[config.mk]
export PLATFORM = sky130hd
export DESIGN_NAME = id_ex_fwd_stage
export DESIGN_NICKNAME = d
export VERILOG_FILES = /design/src/rtl/riscv_pipe_pkg.sv /design/src/rtl/id_ex_fwd_stage_fwd_sel_gen.sv /design/src/rtl/id_ex_fwd_stage.sv
export SDC_FILE = /design/constraint.sdc
export NUM_CORES = 1
export LEC_CHECK = 0
export ABC_AREA = 1
export CAP_MARGIN = 40
export CORE_AREA = 2 2 145 147
export CTS_CLUSTER_DIAMETER = 120
export DETAILED_ROUTE_END_ITERATION = 8
export DIE_AREA = 0 0 147 149
export PLACE_DENSITY = 0.76
export SYNTH_ARGS = -nofsm -noshare
export SYNTH_HDL_FRONTEND = slang
export SYNTH_HIERARCHICAL = 1
export SYNTH_SLANG_ARGS = --single-unit
[constraint.sdc]
create_clock -name clk -period 2.2 [get_ports clk]
set_input_delay 0.66 -clock clk [delete_from_list [all_inputs] [get_ports clk]]
set_output_delay 0.66 -clock clk [all_outputs]
set_load 0.02 [all_outputs]
[src/rtl/riscv_pipe_pkg.sv]
// Shared RV32 pipeline constants: operand-forward select codes and control-bus bit layout.
// Control bus layout: {reg_write, mem_read, mem_write, alu_src, alu_op[3:0]}.
package riscv_pipe_pkg;
  localparam int CTRL_W = 8;

  localparam logic [1:0] FWD_REG   = 2'b00;
  localparam logic [1:0] FWD_EXMEM = 2'b01;
  localparam logic [1:0] FWD_MEMWB = 2'b10;

  localparam int CTRL_REG_WRITE  = 7;
  localparam int CTRL_MEM_READ   = 6;
  localparam int CTRL_MEM_WRITE  = 5;
  localparam int CTRL_ALU_SRC    = 4;
  localparam int CTRL_ALU_OP_LSB = 0;
endpackage

[src/rtl/id_ex_fwd_stage_fwd_sel_gen.sv]
// Purpose: operand-forward select for one source register (youngest producer wins, x0 never forwards).
// Latency: combinational.
// Backpressure: none; the caller decides when the select is captured.
module fwd_sel_gen
  import riscv_pipe_pkg::*;
#(
  parameter int REG_AW = 5
) (
  input  logic [REG_AW-1:0] rs,
  input  logic              ex_valid,
  input  logic              ex_reg_write,
  input  logic [REG_AW-1:0] ex_rd,
  input  logic              mem_valid,
  input  logic              mem_reg_write,
  input  logic [REG_AW-1:0] mem_rd,
  output logic [1:0]        sel
);

  always_comb begin
    sel = FWD_REG;
    if (ex_valid && ex_reg_write && (ex_rd != '0) && (ex_rd == rs)) begin
      sel = FWD_EXMEM;
    end else if (mem_valid && mem_reg_write && (mem_rd != '0) && (mem_rd == rs)) begin
      sel = FWD_MEMWB;
    end
  end

endmodule

[src/rtl/id_ex_fwd_stage.sv]
// Purpose: ID/EX register with load-use bubble insertion and registered forward selects.
// Latency: 1 cycle ID->EX. Backpressure: ex_ready low freezes the stage; id_ready drops on stall or load-use.
// Optional: define ID_EX_STALL_CNT_EN to add the saturating load-use bubble counter stall_cnt.
module id_ex_fwd_stage
  import riscv_pipe_pkg::*;
#(
  parameter int XLEN   = 32,
  parameter int REG_AW = 5
) (
  input  logic              clk,
  input  logic              rst_n,
  input  logic              id_valid,
  output logic              id_ready,
  input  logic [XLEN-1:0]   id_pc,
  input  logic [REG_AW-1:0] id_rs1,
  input  logic [REG_AW-1:0] id_rs2,
  input  logic [1:0]        id_rs_used,
  input  logic [XLEN-1:0]   id_rs1_data,
  input  logic [XLEN-1:0]   id_rs2_data,
  input  logic [XLEN-1:0]   id_imm,
  input  logic [REG_AW-1:0] id_rd,
  input  logic [CTRL_W-1:0] id_ctrl,
  input  logic              flush,
  input  logic              mem_valid,
  input  logic [REG_AW-1:0] mem_rd,
  input  logic              mem_reg_write,
  input  logic              ex_ready,
  output logic              ex_valid,
  output logic [XLEN-1:0]   ex_pc,
  output logic [XLEN-1:0]   ex_rs1_data,
  output logic [XLEN-1:0]   ex_rs2_data,
  output logic [XLEN-1:0]   ex_imm,
  output logic [REG_AW-1:0] ex_rd,
  output logic [CTRL_W-1:0] ex_ctrl,
`ifdef ID_EX_STALL_CNT_EN
  output logic [31:0]       stall_cnt,
`endif
  output logic [1:0]        ex_fwd_a,
  output logic [1:0]        ex_fwd_b
);

  logic       lu;
  logic [1:0] fwd_a_nxt;
  logic [1:0] fwd_b_nxt;

  // Load in EX whose rd feeds a register the decode instruction actually reads.
  assign lu = ex_valid && ex_ctrl[CTRL_MEM_READ] && (ex_rd != '0) && id_valid &&
              ((id_rs_used[0] && (id_rs1 == ex_rd)) || (id_rs_used[1] && (id_rs2 == ex_rd)));

  assign id_ready = flush || (ex_ready && !lu);

  fwd_sel_gen #(.REG_AW(REG_AW)) u_fwd_a (
    .rs            (id_rs1),
    .ex_valid      (ex_valid),
    .ex_reg_write  (ex_ctrl[CTRL_REG_WRITE]),
    .ex_rd         (ex_rd),
    .mem_valid     (mem_valid),
    .mem_reg_write (mem_reg_write),
    .mem_rd        (mem_rd),
    .sel           (fwd_a_nxt)
  );

  fwd_sel_gen #(.REG_AW(REG_AW)) u_fwd_b (
    .rs            (id_rs2),
    .ex_valid      (ex_valid),
    .ex_reg_write  (ex_ctrl[CTRL_REG_WRITE]),
    .ex_rd         (ex_rd),
    .mem_valid     (mem_valid),
    .mem_reg_write (mem_reg_write),
    .mem_rd        (mem_rd),
    .sel           (fwd_b_nxt)
  );

  always_ff @(posedge clk) begin
    if (!rst_n) begin
      ex_valid    <= 1'b0;
      ex_pc       <= '0;
      ex_rs1_data <= '0;
      ex_rs2_data <= '0;
      ex_imm      <= '0;
      ex_rd       <= '0;
      ex_ctrl     <= '0;
      ex_fwd_a    <= FWD_REG;
      ex_fwd_b    <= FWD_REG;
    end else if (flush || (ex_ready && lu)) begin
      ex_valid <= 1'b0;
      ex_ctrl  <= '0;
      ex_fwd_a <= FWD_REG;
      ex_fwd_b <= FWD_REG;
    end else if (ex_ready) begin
      ex_valid    <= id_valid;
      ex_pc       <= id_pc;
      ex_rs1_data <= id_rs1_data;
      ex_rs2_data <= id_rs2_data;
      ex_imm      <= id_imm;
      ex_rd       <= id_rd;
      ex_ctrl     <= id_valid ? id_ctrl : '0;
      ex_fwd_a    <= fwd_a_nxt;
      ex_fwd_b    <= fwd_b_nxt;
    end
  end

`ifdef ID_EX_STALL_CNT_EN
  // Only real bubbles count: flush takes priority and a frozen EX never evaluates load-use.
  always_ff @(posedge clk) begin
    if (!rst_n) begin
      stall_cnt <= '0;
    end else if (!flush && ex_ready && lu && (stall_cnt != 32'hFFFF_FFFF)) begin
      stall_cnt <= stall_cnt + 32'd1;
    end
  end
`endif

endmodule
=== Yosys cells after proc, flatten, opt, wreduce, memory -nomap -nowiden ===
Index checks and enable logic that the tools add are counted.

* Register bits after elaboration: 146
* Bits of input ports: 165
* Output and inout port bits: 147
* Logic and storage cells: 46

* Eq/ne operators: 6
* Muxes and demuxes: 5
* Bitwise gates (word level): 2
* Reduce and logical (&&, ||, !) cells: 24

{| class="wikitable"
|+ Operator list
! operator !! number
|-
| $eq A5 B5 Y1 || 6
|-
| $logic_and A1 B1 Y1 || 16
|-
| $reduce_bool A5 Y1 || 2
|-
| $mux W2 || 4
|-
| $mux W8 || 1
|-
| $logic_or A1 B1 Y1 || 3
|-
| $not A1 Y1 || 2
|-
| $reduce_and A2 Y1 || 1
|-
| $reduce_or A2 Y1 || 1
|-
| $logic_not A1 Y1 || 1
|}

=== Logic depth before layout (Yosys ltp) ===
* Depth in word-level cells: 8
* Mapped depth: 13
* Gate-level depth less buffers: 11

=== Hierarchy ===
Netlist, hierarchy kept.

{| class="wikitable"
|+ Modules (own cells, without submodules)
! module !! instances !! cells each !! area each (um2) !! sequential area each (um2)
|-
| id_ex_fwd_stage || 1 || 1251 || 7488.4 || 2922.8
|-
| fwd_sel_gen || 2 || 60 || 237.7 || 0.0
|}

=== Least setup slack after synthesis ===
No wires, ideal clock.

* Kind: input to output
* Start point: input ex_ready
* End point: output id_ready
* Arrival time: 1684 ps
* Required time: 1540 ps
* Setup slack: -144 ps
* Cell stages on the path: 5
* Path buffers: 3
* Cell sequence: clkbuf_1 clkbuf_1 clkbuf_1 nand2_1 nand2_1

* Word-level cells in the longest chain between the ends: 2

{| class="wikitable"
|+ RTL lines
! element !! RTL line !! source
|-
| start: declaration || id_ex_fwd_stage.sv:27 || <nowiki>input logic ex_ready,</nowiki>
|-
| $logic_and A1 B1 Y1 || id_ex_fwd_stage.sv:50 || <nowiki>assign id_ready = flush || (ex_ready && !lu);</nowiki>
|-
| $logic_or A1 B1 Y1 || id_ex_fwd_stage.sv:50 ||
|-
| end: declaration || id_ex_fwd_stage.sv:13 || <nowiki>output logic id_ready,</nowiki>
|}

No other way between the ends.

=== Worst setup path after layout ===
* Start point: register ex_rd[0]
* End point: output id_ready

* Word-level cells in the longest chain between the ends: 7
* Elaborated cells on any way between the ends: 12
* Those cells by class: eq/ne (2); reduce/logical (10)

{| class="wikitable"
|+ RTL lines
! element !! RTL line !! source
|-
| start: declaration || id_ex_fwd_stage.sv:33 || <nowiki>output logic [REG_AW-1:0] ex_rd,</nowiki>
|-
| start signal: assignment || id_ex_fwd_stage.sv:96 || <nowiki>ex_rd <= id_rd;</nowiki>
|-
| $eq A5 B5 Y1 or $reduce_bool A5 Y1 (tied branches) || id_ex_fwd_stage.sv:48, id_ex_fwd_stage.sv:47 ||
|-
| $logic_and A1 B1 Y1, on equally long branches || id_ex_fwd_stage.sv:48, id_ex_fwd_stage.sv:47 ||
|-
| $logic_or A1 B1 Y1 or $logic_and A1 B1 Y1 (tied branches) || id_ex_fwd_stage.sv:48, id_ex_fwd_stage.sv:47 ||
|-
| $logic_and A1 B1 Y1 (*) || id_ex_fwd_stage.sv:47 || <nowiki>assign lu = ex_valid && ex_ctrl[CTRL_MEM_READ] && (ex_rd != '0) && id_valid &&</nowiki>
|-
| $logic_not A1 Y1 (*) || id_ex_fwd_stage.sv:50 ||
|-
| $logic_and A1 B1 Y1 (*) || id_ex_fwd_stage.sv:50 ||
|-
| $logic_or A1 B1 Y1 (*) || id_ex_fwd_stage.sv:50 ||
|}

Mark *: on every way between the ends. The rest lies on a longest branch, timed or not.

==> results list <==
* Initial cell density of the core: 38.74%
- In this run, synthesis produced a sequential element count of roughly 150.
* Violated checks: setup timing
* Max-capacitance violation count: 0
- The worst setup path is captured at an output port.
- Routability-driven placement finished with a final weighted congestion of 0.8629.
- Worst slack on hold paths: roughly 0.46 ns
- The initial antenna violation count was 2.
* Slew of the pin with the lowest slew margin: a little under 0.7 ns
* Area fraction in compound gates after synthesis: 1.068%
- Final number of max-transition violations: 0
- Summed instance area of the synthesized netlist: around 8000 um^2
- Overall power after layout: 7556 uW
- Overall routing resource usage: 21.47%
- Post-route minimum period: 2.247 ns
* Final Hold Violating Endpoints: 0
* Number of nets in the layout: 1,841
- In this run, distinct cell masters in the synthesized netlist total 17.
- Register area share after synthesis: a little under two fifths
- Ports placed on the boundary: 312
- After layout, the worst setup slack is -0.04663 ns.
- Summing the areas of all fa, ha and maj instances in the mapped netlist gives 0% of the synthesized area.
- STA puts the critical path data arrival time at roughly 1.6 ns.
- During placement, the flow inserted port buffers numbering 311.
* Part of the cycle the worst path needs: 102.1%
- Antenna-violating nets left: 0
- Clock Pin Slew Worst Setup and Hold Paths: roughly 0.06 ns
- Derived from the worst setup path, the maximum achievable clock frequency is 445.1 MHz.
- The number of placed instances, taps included, is between 1,500 and 2,000.
- For this design, the sink count on the clock tree is 146.
* Largest incremental delay on the critical path: 0.38 ns
- Average detailed-routed wire length per instance: between 10 and 15 um
- Main combinational cell family by area after synthesis: simple AND/OR/NAND/NOR gates
- Static Leakage: 0.006574 uW
- In this run the number of H-tree levels came out at 4.
- Each instance of the synthesized netlist takes up on average around 5.8 um^2.
- Setup violations remaining at the end of the flow were counted as 1.
- Pwr/cell area: slightly above 600 nW/um^2
- Counting the fill cells in the layout gives 1,952.
- Non-filler instance count after layout: 1,966
- Area grow syn2layout: 53.04%
* Run status: finished, violations left
* Xor/xnor share of the synthesized area: 0%
- The synthesized netlist devotes between 30% and 40% of its cell area to simple gates.
- Pin count of the biggest net entering global routing: 142
- Summed over all failing endpoints, the final setup total negative slack is -0.04663 ns.
- Final worst clock skew: between 0.015 and 0.02 ns
- Wire length of the first global-routing pass: 38.42 mm
* Buffer type at the clock tree root: sky130_fd_sc_hd__clkbuf_16
- Mean number of vias per cell: ~4.4
- Clock latency of the later-clocked register in the worst-skew pair: between 0.4 and 0.5 ns
* Number of vias after detailed routing: 8,622
* Number of cells produced by synthesis: ~1,400
- GRT Residual Overflow: 0
* Post-synthesis mux area share: 0%
- In this run the standard cell core region covers 20,560 um^2.
* Std-Cell Rows: 53
- Setup repair after global routing could not meet its margin everywhere.
- Total Die Area: 21,900 um^2
- In this run, CTS created clock tree buffers numbering 17.
- Total wirelength of the detailed-routed design: 24.08 mm
* TritonCTS clock tree: done
- Worst relative slew slack: between 50% and 60%
- Total of hold buffers inserted after clock tree synthesis: 0
- Die outline height: 149 um
- Walking the worst path, the cells encountered are buf_6 -> nor2_1 -> nand4_1 -> nand4_1 -> inv_2 -> nand2_4 -> nand2_2 -> nand2_2 -> buf_6.
- The Yosys step of the flow raised 6 warnings.
- 1st-pass router iterations: 5
* Largest voltage drop on the vdd net: 515.5 uV
- From left edge to right edge, the die measures approximately 150 um.
* Startpoint type of the worst setup path: flop
- In this run the worst path has a maximum fanout of 5.
* Number of global-route vias before repair: 7,811
- Crit Path Category: flop to output port
- Data on the critical path is required at its endpoint by 1.54 ns.
* Detailed-route DRC error count: 0
- Longest Clk Path Bufs: 2
- The slowest stage of the critical path is the sky130_fd_sc_hd__dfxtp_4 cell.
* Layout cells sized above 1: 7.460%
- DRC violation total after the first TritonRoute iteration: 460
- Class of the most critical hold timing path: flop to flop
* Estimated wirelength of the detail-placed design: 16.67 mm
* Synthesized netlist net count: 1,536
## synth_stat cells
cell	n	area, um^2
sky130_fd_sc_hd__inv_1	426	1599
sky130_fd_sc_hd__clkbuf_1	43	161.4
sky130_fd_sc_hd__clkinv_1	1	3.750
sky130_fd_sc_hd__nor2_2	4	25.02
sky130_fd_sc_hd__buf_2	13	65.06
sky130_fd_sc_hd__a21oi_1	17	85.08
sky130_fd_sc_hd__nand3_1	8	40.04
sky130_fd_sc_hd__inv_2	14	52.55
sky130_fd_sc_hd__nand3_2	1	10.01
sky130_fd_sc_hd__buf_6	1	11.26
sky130_fd_sc_hd__buf_1	11	41.29
sky130_fd_sc_hd__buf_4	7	52.55
sky130_fd_sc_hd__nor2_1	159	596.8
sky130_fd_sc_hd__nand2_1	382	1434
sky130_fd_sc_hd__dfxtp_1	146	2923
sky130_fd_sc_hd__nand4_1	137	857.1
sky130_fd_sc_hd__nand2_2	1	6.260
## registers in the layout (all words and copies together) (netlist names)
register	flops
ex_rs1_data	32
ex_fwd_b	2
ex_pc	32
ex_valid	1
ex_ctrl	8
ex_rs2_data	32
ex_imm	32
ex_fwd_a	2
ex_rd	5
## cell families (layout without fill, tap and decap cells)
| family | Yosys count | in the layout |
|---|---|---|
| buffers and inverters | 516 | 834 |
| and+or+nand+nor | 692 | 692 |
| other | 0 | 2 |
| DFF | 146 | 146 |
| AOI/OAI and AO/OA | 17 | 17 |
## report_power, final
part	internal, uW	switching [uW]	leakage, uW
logic	843	888	0.00509
registers	2810	90.5	0.00121
clock network	1630	1290	0.000277
## path summary, 6_finish.rpt
| check | from | endpoint | slack (ns) | cells after the start |
|---|---|---|---|---|
| setup / recovery | ex_rd[0] | id_ready | -0.05 | 9 |
| hold / removal | ex_ctrl[4] | ex_ctrl[4] | 0.46 | 2 |
| hold reg to reg | ex_ctrl[4] | ex_ctrl[4] | 0.46 | 2 |
| setup reg to reg | ex_rd[0] | ex_imm[2] | 0.17 | 12 |
## layout by cell type, fill, tap and decap left out, drive strengths merged, types with 3 or more instances in the layout
cell type and n:
dfxtp 146, nand2 383, buf 57, a21oi 17, inv 448, nand3 9
dlygate4sd2 7, clkinvlp 3, nand4 137, clkdlybuf4s15 3, clkbuf 22, nor2 163
clkdlybuf4s50 290
## critical path: cells and delay by family, from the launching register on
kind | cells | cell delay (ns)
and+or+nand+nor | 6 | 0.50
DFF | 1 | 0.38
buffers and inverters | 3 | 0.30
## metrics by stage
stage / util, % / setup WS [ns] / instance area (um^2)
after global routing: 59.29 / -0.1537 / 12190
after global placement: 56.01 / -0.8154 / 11510
after CTS: 59.21 / -0.06808 / 12170
after detailed placement: 56.01 / -0.8515 / 11510
final: 59.29 / -0.04663 / 12190
after floorplan: - / 0.03600 / 7968
## layer usage
metal / vias to the layer above / global-route usage [%] / wire length, um
li1: 4544 / - / -
met1: 3763 / 25.59 / 10120
met2: 271 / 36.17 / 11480
met3: 44 / 6.177 / 1738
met4: 0 / 9.471 / 741
met5: - / 0 / 0
## final cells by class
cell class                      instances  area, um^2  area share [%]
Antenna cell                            2       5.005         0.04106
Timing Repair Buffer                  361        3563           29.24
Inverter                              441        1668           13.68
Clock buffer                           19       442.9           3.634
Sequential cell                       146        2942           24.14
Clock inverter                         13       138.9           1.140
Tap cell                              275       344.1           2.823
Multi-Input combinational cell        709        3084           25.31
## what timing repair did
item                                    CTS  global route
endpoints found under the setup margin  139            55
setup buffers                             5             3
gates resized for setup                  57            18
pin swaps                                10            18
Power figures use the tool's default switching activity.
==> RTL edit (same flow settings) <==
Add a define of `ID_EX_STALL_CNT_EN`.
--- a/src/rtl/id_ex_fwd_stage.sv
+++ b/src/rtl/id_ex_fwd_stage.sv
@@ -2,4 +2,6 @@
 // Latency: 1 cycle ID->EX. Backpressure: ex_ready low freezes the stage; id_ready drops on stall or load-use.
 // Optional: define ID_EX_STALL_CNT_EN to add the saturating load-use bubble counter stall_cnt.
+`define ID_EX_STALL_CNT_EN
+
 module id_ex_fwd_stage
   import riscv_pipe_pkg::*;
Behaviour (old outputs only; new: stall_cnt): unchanged (equiv_simple and equiv_induct, registers matched by name and starting in step).
==> RTL edit against the unedited design <==
The flow still finishes with violations (negative setup slack). First-iteration DRC count is 11% higher. Area after synthesis rose by 9.3%. Total power is 3.5% higher. Wire length increased by 33%. Cell area increased by 10%. Maximum frequency is 0.18% lower. Sequential share of layout area rose by 2.5 points. Synthesized cell count down 14%. Die area unchanged. Sequential cell count grew 32. Worst setup slack worse by 0.0040 ns.
==> RTL edit: results (changes against the unedited design) <==
final std cells w/o fill=1817 (-7.6%); Layout clock area frac=4.317% (-0.46 points); Synth Register Bits=178 (+22%); Top class by area=multi-input gates; slowest cell delay on critical path=0.20 ns (-0.18 ns); initial antenna violation count=1 (-1); Internal Power=5.583 mW (+5.6%); DRT Pass-1 Iters=5 (unchanged); htree depth=4 (unchanged); Wirelength per Cell=17.63 um (+44%); fraction of area in registers=26.67% (+2.5 points); RD Place Congestion=0.9353 (+8.4%); Reg clk slew, reported paths=0.07 ns; Syn Inst Count=1175 (-14%); vias in the first global route=9049 (+16%); Worst Setup SP=id_rs2[3]; R2R setup slack=0.06 ns (-0.11 ns); GRT Total Usage=26.99% (+5.5 points); clock tree buffer depth=2 (unchanged); Final Skew=0.01321 ns (-0.002064 ns); via count=9495 (+10%); Seq. cell area=3580 um^2 (+22%); Pleak=5.363 nW (-18%); initial DRC count=511 (+11%); PortBufs=343 (+10%); Slew headroom=52.64% (-2.2 points); area of the multi-input gates=4398 um^2 (+43%); Non-clock buffers=418 (+16%); # fillers=1810 (-7.3%); peak supply drop=0.4944 mV (-4.1%); Detail Placement HPWL=21.79 mm (+31%); Reg2Reg Launch Point=ex_rd[0]; fin worst setup slack=-0.05061 ns (-0.003987 ns); Sequential Power Share=43.7% (+5.3 points); worst skew pair latency=0.44 ns (+0.02 ns); largest net degree at the start of global routing=72 (-49%); Multi-In Gates=842 (+19%); clkbuf count=19 (unchanged); NonClk Buf Share=31.56% (+2.3 points); setup violators final=1 (unchanged); CTS Buf Count=17 (unchanged); Logic inverters=71 (-84%); Worst Path Max Fanout=3 (-2); synth unique cells=32 (+15); ranking of synthesized cells by area=dfxtp_1 (41%), nand2_1 (14%), nand4_1 (9.7%); global-route wire length before repair=47.35 mm (+23%); top cells by count, synth=nand2_1 (326), dfxtp_1 (178), nand4_1 (135); r2r endpoint=ex_rs1_data[30]; # nets final=1694 (-8.0%); failing checks=negative setup slack; post-synthesis sequential area ratio=40.92% (+4.2 points); Sw Ratio=28.59% (-1.5 points); fraction of layout cells with a size suffix above 1=17.85% (+10 points); status=finished with violations; Clock Power=3.02 mW (+3%); reg2reg path depth=15 (+3); ant diodes=1 (-1); syn_nets=1341 (-13%); slowest CP cell=clkdlybuf4s15_2
## RTL edit: routing by layer
layer  GRT usage (%)  up-vias  share of wire (%)
met5               0        -                  0
met4           11.06        0                3.4
met3           7.584       63                7.3
met2           45.33      350                 48
met1           32.79     4471                 41
li1                -     4611                  -
## RTL edit: metrics by stage
stage / area [um^2] / worst slack (ns) / setup TNS [ns]
final: 13420 / -0.05061 / -0.05061
after global routing: 13420 / -0.1423 / -0.3241
after CTS: 13100 / -0.09396 / -0.09396
after detailed placement: 12480 / -0.8093 / -116.26
after global placement: 12480 / -0.7887 / -107.98
after floorplan: 8711 / 0.02180 / 0
## RTL edit: worst min-delay path by stage
stage,start,endpoint,slack (ns),cells past startpoint
after floorplan,ex_imm[27],ex_imm[27],0.54,2
after global placement,ex_pc[12],ex_pc[12],0.45,2
after detailed placement,ex_imm[16],ex_imm[16],0.45,2
after CTS,ex_imm[16],ex_imm[16],0.46,2
after global routing,ex_imm[23],ex_imm[23],0.48,2
final,ex_pc[10],ex_pc[10],0.46,2
## RTL edit: timing repair
action | 4_1_cts | 5_1_grt
pin swaps | 13 | 11
gates resized for setup | 71 | 39
buffers inserted | 5 | 7
gates cloned | 0 | 8
hold endpoints to repair | 0 | 0
hold buffers | 0 | 0
endpoints found under the setup margin | 164 | 149
## RTL edit: logic make-up (layout without fill, tap and decap cells)
logic type	Yosys count	after routing	synth area share [%]
AO/OA/AOI/OAI	175	175	13.06
XOR/XNOR	19	19	1.911
adder cells (fa/ha/maj)	1	1	0.1437
buffers and inverters	155	521	9.023
flip-flops	178	178	40.92
multiplexers	4	4	0.4598
other	0	1	0
AND/OR/NAND/NOR	643	643	34.48
## RTL edit: critical path: cells and delay by family
kind,cells,cell delay (ns)
buf+inv,3,0.37
simple gates,8,0.57
